[config.mk]
export PLATFORM = sky130hd
export DESIGN_NAME = param_rr_fifo_arbiter
export DESIGN_NICKNAME = d
export VERILOG_FILES = /design/src/rtl/rr_fifo_pkg.sv /design/src/rtl/rr_chan_fifo.sv /design/src/rtl/param_rr_fifo_arbiter.sv
export SDC_FILE = /design/constraint.sdc
export NUM_CORES = 1
export LEC_CHECK = 0
export CAP_MARGIN = 20
export CORE_ASPECT_RATIO = 0.75
export CORE_MARGIN = 2
export CORE_UTILIZATION = 44
export DETAILED_ROUTE_END_ITERATION = 10
export GPL_TIMING_DRIVEN = 1
export PLACE_DENSITY_LB_ADDON = 0.3
export SYNTH_ARGS = -nofsm -noshare
export SYNTH_HDL_FRONTEND = slang
export SYNTH_SLANG_ARGS = --single-unit
[constraint.sdc]
create_clock -name clk -period 4.3 [get_ports clk]
set_input_delay 0.43 -clock clk [delete_from_list [all_inputs] [get_ports clk]]
set_output_delay 0.43 -clock clk [all_outputs]
set_load 0.05 [all_outputs]
[src/rtl/rr_fifo_pkg.sv]
// Shared defaults and helpers for the round-robin FIFO arbiter.
package rr_fifo_pkg;
  localparam int N_CH_DEF  = 4;
  localparam int DW_DEF    = 8;
  localparam int DEPTH_DEF = 4;

  // Ceiling log2; clog2(1) = 0.
  function automatic int clog2(input int v);
    int r;
    r = 0;
    for (int i = 0; i < 31; i++)
      if ((1 << i) < v) r = i + 1;
    return r;
  endfunction
endpackage

[src/rtl/rr_chan_fifo.sv]
// Single-channel FIFO: DEPTH x DW storage, count-based full/empty,
// registered drop pulse for writes refused while full.
module rr_chan_fifo
  import rr_fifo_pkg::*;
#(
  parameter int DW    = DW_DEF,
  parameter int DEPTH = DEPTH_DEF
) (
  input  logic          clk,
  input  logic          rst,
  input  logic          wen,
  input  logic [DW-1:0] din,
  input  logic          pop,
  output logic [DW-1:0] dout,
  output logic          empty,
  output logic          full,
  output logic          drop
);
  localparam int AW = (DEPTH > 1) ? clog2(DEPTH) : 1;
  localparam int CW = clog2(DEPTH) + 1;

  logic [DW-1:0] mem [DEPTH];
  logic [AW-1:0] wr_ptr, rd_ptr;
  logic [CW-1:0] count;
  logic          do_wr, do_rd;

  assign full  = (count == CW'(DEPTH));
  assign empty = (count == '0);
  assign dout  = mem[rd_ptr];
  assign do_wr = wen & ~full;
  assign do_rd = pop & ~empty;

  // Storage array; contents need no reset since count gates visibility.
  always_ff @(posedge clk) begin
    if (do_wr) mem[wr_ptr] <= din;
  end

  // Pointers wrap naturally at DEPTH (power of 2); count tracks occupancy.
  always_ff @(posedge clk or posedge rst) begin
    if (rst) begin
      wr_ptr <= '0;
      rd_ptr <= '0;
      count  <= '0;
      drop   <= 1'b0;
    end else begin
      if (do_wr) wr_ptr <= wr_ptr + 1'b1;
      if (do_rd) rd_ptr <= rd_ptr + 1'b1;
      case ({do_wr, do_rd})
        2'b10:   count <= count + 1'b1;
        2'b01:   count <= count - 1'b1;
        default: ;
      endcase
      // Judged on pre-edge fullness, so a same-edge pop does not rescue it.
      drop <= wen & full;
    end
  end
endmodule

[src/rtl/param_rr_fifo_arbiter.sv]
// N_CH per-channel FIFOs feeding one registered output through a
// rotating-priority arbiter. Slot is refilled whenever it is empty or
// being consumed; ptr moves past the last granted channel.
module param_rr_fifo_arbiter
  import rr_fifo_pkg::*;
#(
  parameter int N_CH  = N_CH_DEF,
  parameter int DW    = DW_DEF,
  parameter int DEPTH = DEPTH_DEF
) (
  input  logic                 clk,
  input  logic                 rst,
  input  logic [N_CH-1:0]      wen,
  input  logic [N_CH*DW-1:0]   din,
  input  logic                 ready,
  output logic [DW-1:0]        dout,
  output logic                 valid,
  output logic [N_CH-1:0]      full,
  output logic [N_CH-1:0]      drop
);
  localparam int PW = clog2(N_CH);

  typedef struct packed {
    logic          hit;
    logic [PW-1:0] idx;
  } grant_t;

  logic [N_CH-1:0][DW-1:0] head;
  logic [N_CH-1:0]         empty;
  logic [N_CH-1:0]         pop;
  logic [PW-1:0]           ptr;
  logic [PW-1:0]           ptr_nxt;
  grant_t                  gnt;
  logic                    slot_free;

  for (genvar i = 0; i < N_CH; i++) begin : g_ch
    rr_chan_fifo #(.DW(DW), .DEPTH(DEPTH)) u_fifo (
      .clk   (clk),
      .rst   (rst),
      .wen   (wen[i]),
      .din   (din[i*DW +: DW]),
      .pop   (pop[i]),
      .dout  (head[i]),
      .empty (empty[i]),
      .full  (full[i]),
      .drop  (drop[i])
    );
  end

  assign slot_free = ~valid | ready;
  assign ptr_nxt   = (int'(gnt.idx) == N_CH - 1) ? '0 : gnt.idx + 1'b1;

  // First non-empty channel scanning ptr, ptr+1, ... modulo N_CH.
  always_comb begin
    int            j;
    logic [PW-1:0] cand;
    gnt  = '0;
    j    = 0;
    cand = '0;
    for (int k = 0; k < N_CH; k++) begin
      j = int'(ptr) + k;
      if (j >= N_CH) j = j - N_CH;
      cand = PW'(j);
      if (!gnt.hit && !empty[cand]) begin
        gnt.hit = 1'b1;
        gnt.idx = cand;
      end
    end
  end

  // Pop only the granted channel, and only when the slot can take it.
  always_comb begin
    pop = '0;
    if (slot_free && gnt.hit) pop[gnt.idx] = 1'b1;
  end

  // Output register and rotate pointer.
  always_ff @(posedge clk or posedge rst) begin
    if (rst) begin
      dout  <= '0;
      valid <= 1'b0;
      ptr   <= '0;
    end else if (slot_free) begin
      if (gnt.hit) begin
        dout  <= head[gnt.idx];
        valid <= 1'b1;
        ptr   <= ptr_nxt;
      end else begin
        valid <= 1'b0;
      end
    end
  end
endmodule

# After elaboration in Yosys (flattened, before gate mapping)
# Memories as Yosys holds them, arrays and structs flattened.
# Index checks and enable logic that the tools add are counted.
[op_classes]
addsub = 24
n_mux = 35
n_lt_le_gt_ge = 10
reduce_logical = 20
bitwise_logic = 22
n_eq_ne = 13
[ops]
columns = ["op", "count"]
rows = [
  ["3-bit case mux with 2 select lines", 4],
  ["2-bit by 1-bit adder with 2-bit output (second input constant)", 9],
  ["8-bit binary-select mux with 2-bit select", 1],
  ["2-bit by 3-bit less-than comparator with 1-bit output (second input constant)", 5],
  ["1-bit 2-to-1 mux", 14],
  ["3-bit by 1-bit adder with 3-bit output (second input constant)", 4],
  ["1-bit bitwise AND", 12],
  ["3-bit equality test (second input constant)", 4],
  ["3-bit logical NOT", 4],
  ["3-bit 2-to-1 mux", 4],
  ["3-bit by 1-bit subtractor with 3-bit output (second input constant)", 4],
  ["2-bit by 1-bit equality test with 1-bit output (second input constant)", 5],
  ["2-bit 2-to-1 mux", 5],
  ["3-bit >= comparator (second input constant)", 3],
  ["1-bit inverter", 9],
  ["1-bit binary-select mux with 2-bit select", 4],
  ["2-bit equality test (second input constant)", 4],
  ["8-bit 2-to-1 mux", 1],
  ["2-bit nonzero test", 4],
  ["2-bit by 1-bit subtractor with 2-bit output (second input constant)", 4],
  ["2-bit by 2-bit adder with 3-bit output (second input constant)", 2],
  ["1-bit logical NOT", 6],
  ["1-bit logical AND", 5],
  ["4-bit 2-to-1 mux", 1],
  ["6 further kinds", 6],
]
[word_totals]
n_memories = 4
output_inout_bits = 17
register_bits = 43
wordCells = 147
ramBits = 128
[mem_list]
columns = ["memory", "depth", "word_bits", "read_ports", "rd_clocked_by_memory_dff", "write_ports", "line_no", "rtl"]
rows = [
  ["g_ch[0].u_fifo.mem", 4, 8, 1, 0, 1, "rr_chan_fifo.sv:22", "logic [DW-1:0] mem [DEPTH];"],
  ["g_ch[1].u_fifo.mem", 4, 8, 1, 0, 1, "rr_chan_fifo.sv:22", ""],
  ["g_ch[2].u_fifo.mem", 4, 8, 1, 0, 1, "rr_chan_fifo.sv:22", ""],
  ["g_ch[3].u_fifo.mem", 4, 8, 1, 0, 1, "rr_chan_fifo.sv:22", ""],
]

# Logic depth before layout (Yosys ltp)
[depth]
depth_word = 22
mapped_depth = 14
mapped_depth_nobuf = 12

# Cells and area by module
# From an unflattened synthesis, not the netlist that was laid out.
[unflattened]
hier_cells = 421
area_unflattened_um2 = 7349.5
[by_module_without_submodules]
columns = ["mod", "n_inst", "cells_each", "area_each_um2"]
rows = [
  ["rr_chan_fifo", 4, 82, 1624.1],
  ["param_rr_fifo_arbiter", 1, 93, 853.3],
]

# Worst setup path before layout
# No wires, ideal clock.
[synth_path]
path_kind = "register -> register"
startpoint = "reg g_ch[1].u_fifo.count[0]"
endpoint = "reg g_ch[3].u_fifo.count[2]"
slack_ns = 1.418
stages_incl_launch_ff = 15
required_time_ns = 4.221
arrival_time_ns = 2.802
synth_period_minus_slack_ns = 2.882
cell_sequence = "dfrtp_1 > or3_1 > buf_6 > nor3_1 > o22ai_1 > buf_2 > inv_1 > ha_1 > and3_1 > ha_1 > inv_1 > fa_1 > xor2_1 > nor2_1 > xor2_1"
[synth_via]
elab_chain_cells = 21
[synth_rtl]
columns = ["item", "line_no", "rtl"]
rows = [
  ["start: declaration", "rr_chan_fifo.sv:24", "logic [CW-1:0] count;"],
  ["start signal: assignment", "rr_chan_fifo.sv:49", "2'b10: count <= count + 1'b1;"],
  ["start signal: assignment", "rr_chan_fifo.sv:50", "2'b01: count <= count - 1'b1;"],
  ["3-bit logical NOT *", "rr_chan_fifo.sv:28", "assign empty = (count == '0);"],
  ["1-bit binary-select mux with 2-bit select", "param_rr_fifo_arbiter.sv:64", "if (!gnt.hit && !empty[cand]) begin"],
  ["1-bit 2-to-1 mux (implied by the code)", "param_rr_fifo_arbiter.sv:64", ""],
  ["3-bit 2-to-1 mux", "param_rr_fifo_arbiter.sv:64", ""],
  ["1-bit logical NOT", "param_rr_fifo_arbiter.sv:64", ""],
  ["1-bit logical AND", "param_rr_fifo_arbiter.sv:64", ""],
  ["3-bit 2-to-1 mux", "param_rr_fifo_arbiter.sv:64", ""],
  ["1-bit logical NOT", "param_rr_fifo_arbiter.sv:64", ""],
  ["[6 not listed]", "n/a", ""],
  ["1-bit logical AND (implied by the code)", "param_rr_fifo_arbiter.sv:74", "if (slot_free && gnt.hit) pop[gnt.idx] = 1'b1;"],
  ["1-bit 2-to-1 mux (implied by the code)", "param_rr_fifo_arbiter.sv:74", ""],
  ["1-bit demux with 2-bit select", "param_rr_fifo_arbiter.sv:74", ""],
  ["4-bit 2-to-1 mux *", "param_rr_fifo_arbiter.sv:74", ""],
  ["1-bit bitwise AND *", "rr_chan_fifo.sv:31", "assign do_rd = pop & ~empty;"],
  ["named net g_ch[3].u_fifo.do_rd", "rr_chan_fifo.sv:25", "logic do_wr, do_rd;"],
  ["2-bit by 1-bit equality test with 1-bit output or 2-bit equality test (tied branches)", "rr_chan_fifo.sv:48", "case ({do_wr, do_rd})"],
  ["3-bit case mux with 2 select lines or 2-bit nonzero test (tied branches)", "n/a", ""],
  ["end signal: assignment", "rr_chan_fifo.sv:49", ""],
  ["end signal: assignment", "rr_chan_fifo.sv:50", ""],
  ["end: declaration", "rr_chan_fifo.sv:24", ""],
]
# Mark *: on every way through the listed nets, which the timed path passes. The rest lies on a longest branch. The select of a mux whose other input is x is not followed.
# A chain may end at the register's enable or synchronous reset.

# Final worst setup path
[layout_path]
startpoint = "reg g_ch[1].u_fifo.count[0]"
endpoint = "reg g_ch[0].u_fifo.count[2]"
[layout_via]
elab_chain_cells = 21
[layout_rtl]
columns = ["item", "line_no"]
rows = [
  ["3-bit logical NOT *", "rr_chan_fifo.sv:28"],
  ["1-bit binary-select mux with 2-bit select", "param_rr_fifo_arbiter.sv:64"],
  ["1-bit 2-to-1 mux (implied by the code)", "param_rr_fifo_arbiter.sv:64"],
  ["3-bit 2-to-1 mux", "param_rr_fifo_arbiter.sv:64"],
  ["1-bit logical NOT", "param_rr_fifo_arbiter.sv:64"],
  ["1-bit logical AND", "param_rr_fifo_arbiter.sv:64"],
  ["3-bit 2-to-1 mux", "param_rr_fifo_arbiter.sv:64"],
  ["1-bit logical NOT", "param_rr_fifo_arbiter.sv:64"],
  ["[6 not listed]", "n/a"],
  ["1-bit logical AND (implied by the code)", "param_rr_fifo_arbiter.sv:74"],
  ["1-bit 2-to-1 mux (implied by the code)", "param_rr_fifo_arbiter.sv:74"],
  ["1-bit demux with 2-bit select", "param_rr_fifo_arbiter.sv:74"],
  ["4-bit 2-to-1 mux *", "param_rr_fifo_arbiter.sv:74"],
  ["1-bit bitwise AND *", "rr_chan_fifo.sv:31"],
  ["named net g_ch[0].u_fifo.do_rd", "rr_chan_fifo.sv:25"],
  ["2-bit by 1-bit equality test with 1-bit output or 2-bit equality test (tied branches)", "rr_chan_fifo.sv:48"],
  ["3-bit case mux with 2 select lines or 2-bit nonzero test (tied branches)", "n/a"],
  ["end signal: assignment", "rr_chan_fifo.sv:49"],
  ["end signal: assignment", "rr_chan_fifo.sv:50"],
  ["end: declaration", "rr_chan_fifo.sv:24"],
]
# Marked as above.

==> reports/metrics.cfg <==
[floorplanning]
die_x_um = 153.6
die-area_sq_um = 17860
pin_count = 56
core-area_sq_um = 16220
rows = 40
start_util_pct = 45.57
die_y_um = 116.2

[yosys]
synth_top_family_by_area = multiplexers
synth_mux_area_share_pct = 10.29
synth_simple_gate_area_share_pct = 6.739
syn-num-nets = 514
synthXorXnorAreaFrac_pct = 2.845
synth-seq-area-share_pct = 66.58
ys_ff_latch = 171
synth_compound_area_share_pct = 5.537
async_flop_share_pct = 25.15
synth.avg_cell_area_sq_um = 16.42
synth.top_cell.area_share_pct = 52.01
syn_area_sq_um = 7390
netlist_instances = 450
synth_ff_type = edfxtp_1
ys_types = 50
synthAdderAreaFrac_pct = 4.639
synth_edf_count = 128
yosys-top-cells-area = edfxtp_1, dfrtp_1, mux4_2
yosysTopAreaCell = edfxtp_1
synth_warnings = 0

[clocking]
clk-insertion-delay-late_ps = 430
cts_buffers = 17
cts_root_buf = clkbuf_16
cts_hold_buf = 0
clk_path_buf_depth = 2
cts.reportedPaths.clkPinSlew_ps = 60
cts_resized = 0
postCtsSetupBuffers = 0
clock_sinks = 171
cts_max_level = 4
cts_tree = done

[timing]
period_needed_ps = 3271
setup_viol = 0
fmax_ghz = 0.3057
fin_crit_sh_pct = 76.08
max_slew_margin_pct = 36.76
worst_pin_slew_ps = 947.3
fin_tns_setup_ps = 0
slew_violations = 0
rsz0062_at_grt = false
hold_violations = 0
skew_ps = 9.408

[pwr]
peakVddDrop_v = 0.0003287
switchingPower_uw = 2255
intPower_uw = 4260
power_frac_comb_pct = 34.4
p_per_area_nw_per_um2 = 747.7
p_seq_share_pct = 40.5
power.share.switching_pct = 34.61
p_leak_uw = 0.003237
power_uw = 6514
clkPwrFrac_pct = 25.1

[cells_and_area]
area_delta_synth_final_pct = 17.90
fillCellCount = 1311
multi_input_area_sq_um = 2221
final_layout_size_suffix_gt1_share_pct = 13.95
nets = 567
n_antenna_cell = 0
register_area_sq_um = 4920
layout_commonest_cell = edfxtp_1
layout_common_cells = edfxtp_1, clkdlybuf4s50_1, dfrtp_1, mux4_2, inv_1

[outcome]
status = finished clean

[global_route]
track_usage_pct = 17.03
antenna_found_initial = 0
grt_pass1_vias = 4028
grt_overflow = 0
grt_pass1_wl_mm = 22.51
grt_max_degree = 44

[setup_path]
cp-start-kind = register
critPathBufInv = 1
crit_slowest_cell = or3_1
path_class = reg -> reg
end_kind = register
crit_chain = or3_1 > or3_1 > a31oi_2 > and2_2 > ha_1 > inv_1 > fa_1 > xor2_1 > nor2_1 > xor2_1
cp_max_fo = 10
crit_required_ps = 4640
cp_top_family = simple AND/OR/NAND/NOR gates
max_stage_delay_ps = 560
critPathArrivalTime_ps = 3610

[routing]
final_antenna_net_count = 0
drt_iter0_markers = 253
wl_per_cell_um = 19.48
drtPass1Iterations = 4
via_per_inst = 5.398
routed_wl_mm = 14.14
vias = 3919
drc = 0

[min_path]
worstHoldPathType = in -> async

[job]
maxCapViolCount = 0

[placed_design]
numPortBuffers = 55
dp_hpwl_mm = 9.855
gp_routability_congestion = 0.8068

routing by layer:
layer  share of wire, %  track usage, %  vias up  routed length (um)
li1                   -               -     1814                   -
met1                 47           24.19     1978                6642
met2                 45           25.99      109                6407
met3                6.2           4.341       18                 878
met4                1.5           5.933        0                 213
met5                  0               0        -                   0
cells in the mapped netlist (all sizes together), types with 9 or more instances:
master,instances
a21o,9
a31oi,9
and2,9
and3,17
buf,17
dfrtp,43
edfxtp,128
ha,21
inv,31
mux4,32
nand2,12
nor2,17
o31ai,10
xnor2,12
xor2,12
worst paths after layout:
check	from	to	slack [ps]	cells past startpoint
setup reg to reg	g_ch[1].u_fifo.count[0]	g_ch[0].u_fifo.count[2]	1030	10
hold reg to reg	g_ch[1].u_fifo.count[2]	g_ch[1].u_fifo.count[2]	540	1
hold / removal	rst	g_ch[3].u_fifo.drop	530	2
max in group asynchronous	rst	g_ch[2].u_fifo.rd_ptr[0]	3160	2
setup / recovery	g_ch[1].u_fifo.count[0]	g_ch[0].u_fifo.count[2]	1030	10
min in group clk	g_ch[1].u_fifo.count[2]	g_ch[1].u_fifo.count[2]	540	1
state kept, by name, indices dropped and copies added (netlist names):
register and count:
dout 8, ptr 2, g_ch.u_fifo.count 12, g_ch.u_fifo.mem 128, g_ch.u_fifo.rd_ptr 8, valid 1
g_ch.u_fifo.wr_ptr 8, g_ch.u_fifo.drop 4
cells by family (layout without fill, tap and decap cells):
kind of cell,Yosys count,in the layout
fa+ha+maj,25,25
compound gates,54,54
xor+xnor,24,24
buf+inv,54,120
flops,171,171
mux,36,36
simple gates,86,86
through the flow:
stage | area (sq um) | worst slack (ps) | utilization (%) | instances | hold WS (ps)
3_5_place_dp | 8070 | 912.4 | 49.77 | 692 | 525.0
5_1_grt | 8712 | 831.4 | 53.73 | 726 | 578.2
6_report | 8712 | 1029 | 53.73 | 726 | 534.3
4_1_cts | 8697 | 882.8 | 53.63 | 724 | 537.3
3_3_place_gp | 8070 | 1059 | 49.77 | 692 | 515.6
2_1_floorplan | 7390 | 1418 | - | 450 | 480.9
power groups by stage:
stage	clock (uW)	sequential (uW)	combinational, uW
2_1_floorplan	0	2570	1690
5_1_grt	1720	2720	2450
3_3_place_gp	0	2660	2160
3_5_place_dp	0	2680	2230
6_report	1630	2640	2240
4_1_cts	1660	2650	2250
worst register-to-register path: stages (launching register included):
cell     delay, ps
dfrtp_1        430
or3_1          530
or3_1          560
a31oi_2        360
and2_2         220
ha_1           180
inv_1           60
fa_1           370
xor2_1         150
nor2_1         120
xor2_1         190
layout make-up:
type                    count  area share [%]
clock inverters            10           1.982
flip-flops and latches    171           56.47
multi-input cells         225           25.49
inverters                  31           1.336
repair buffers             57           6.491
clock buffers              22           5.213
well taps                 210           3.016
(Power assumes the default switching activity.)
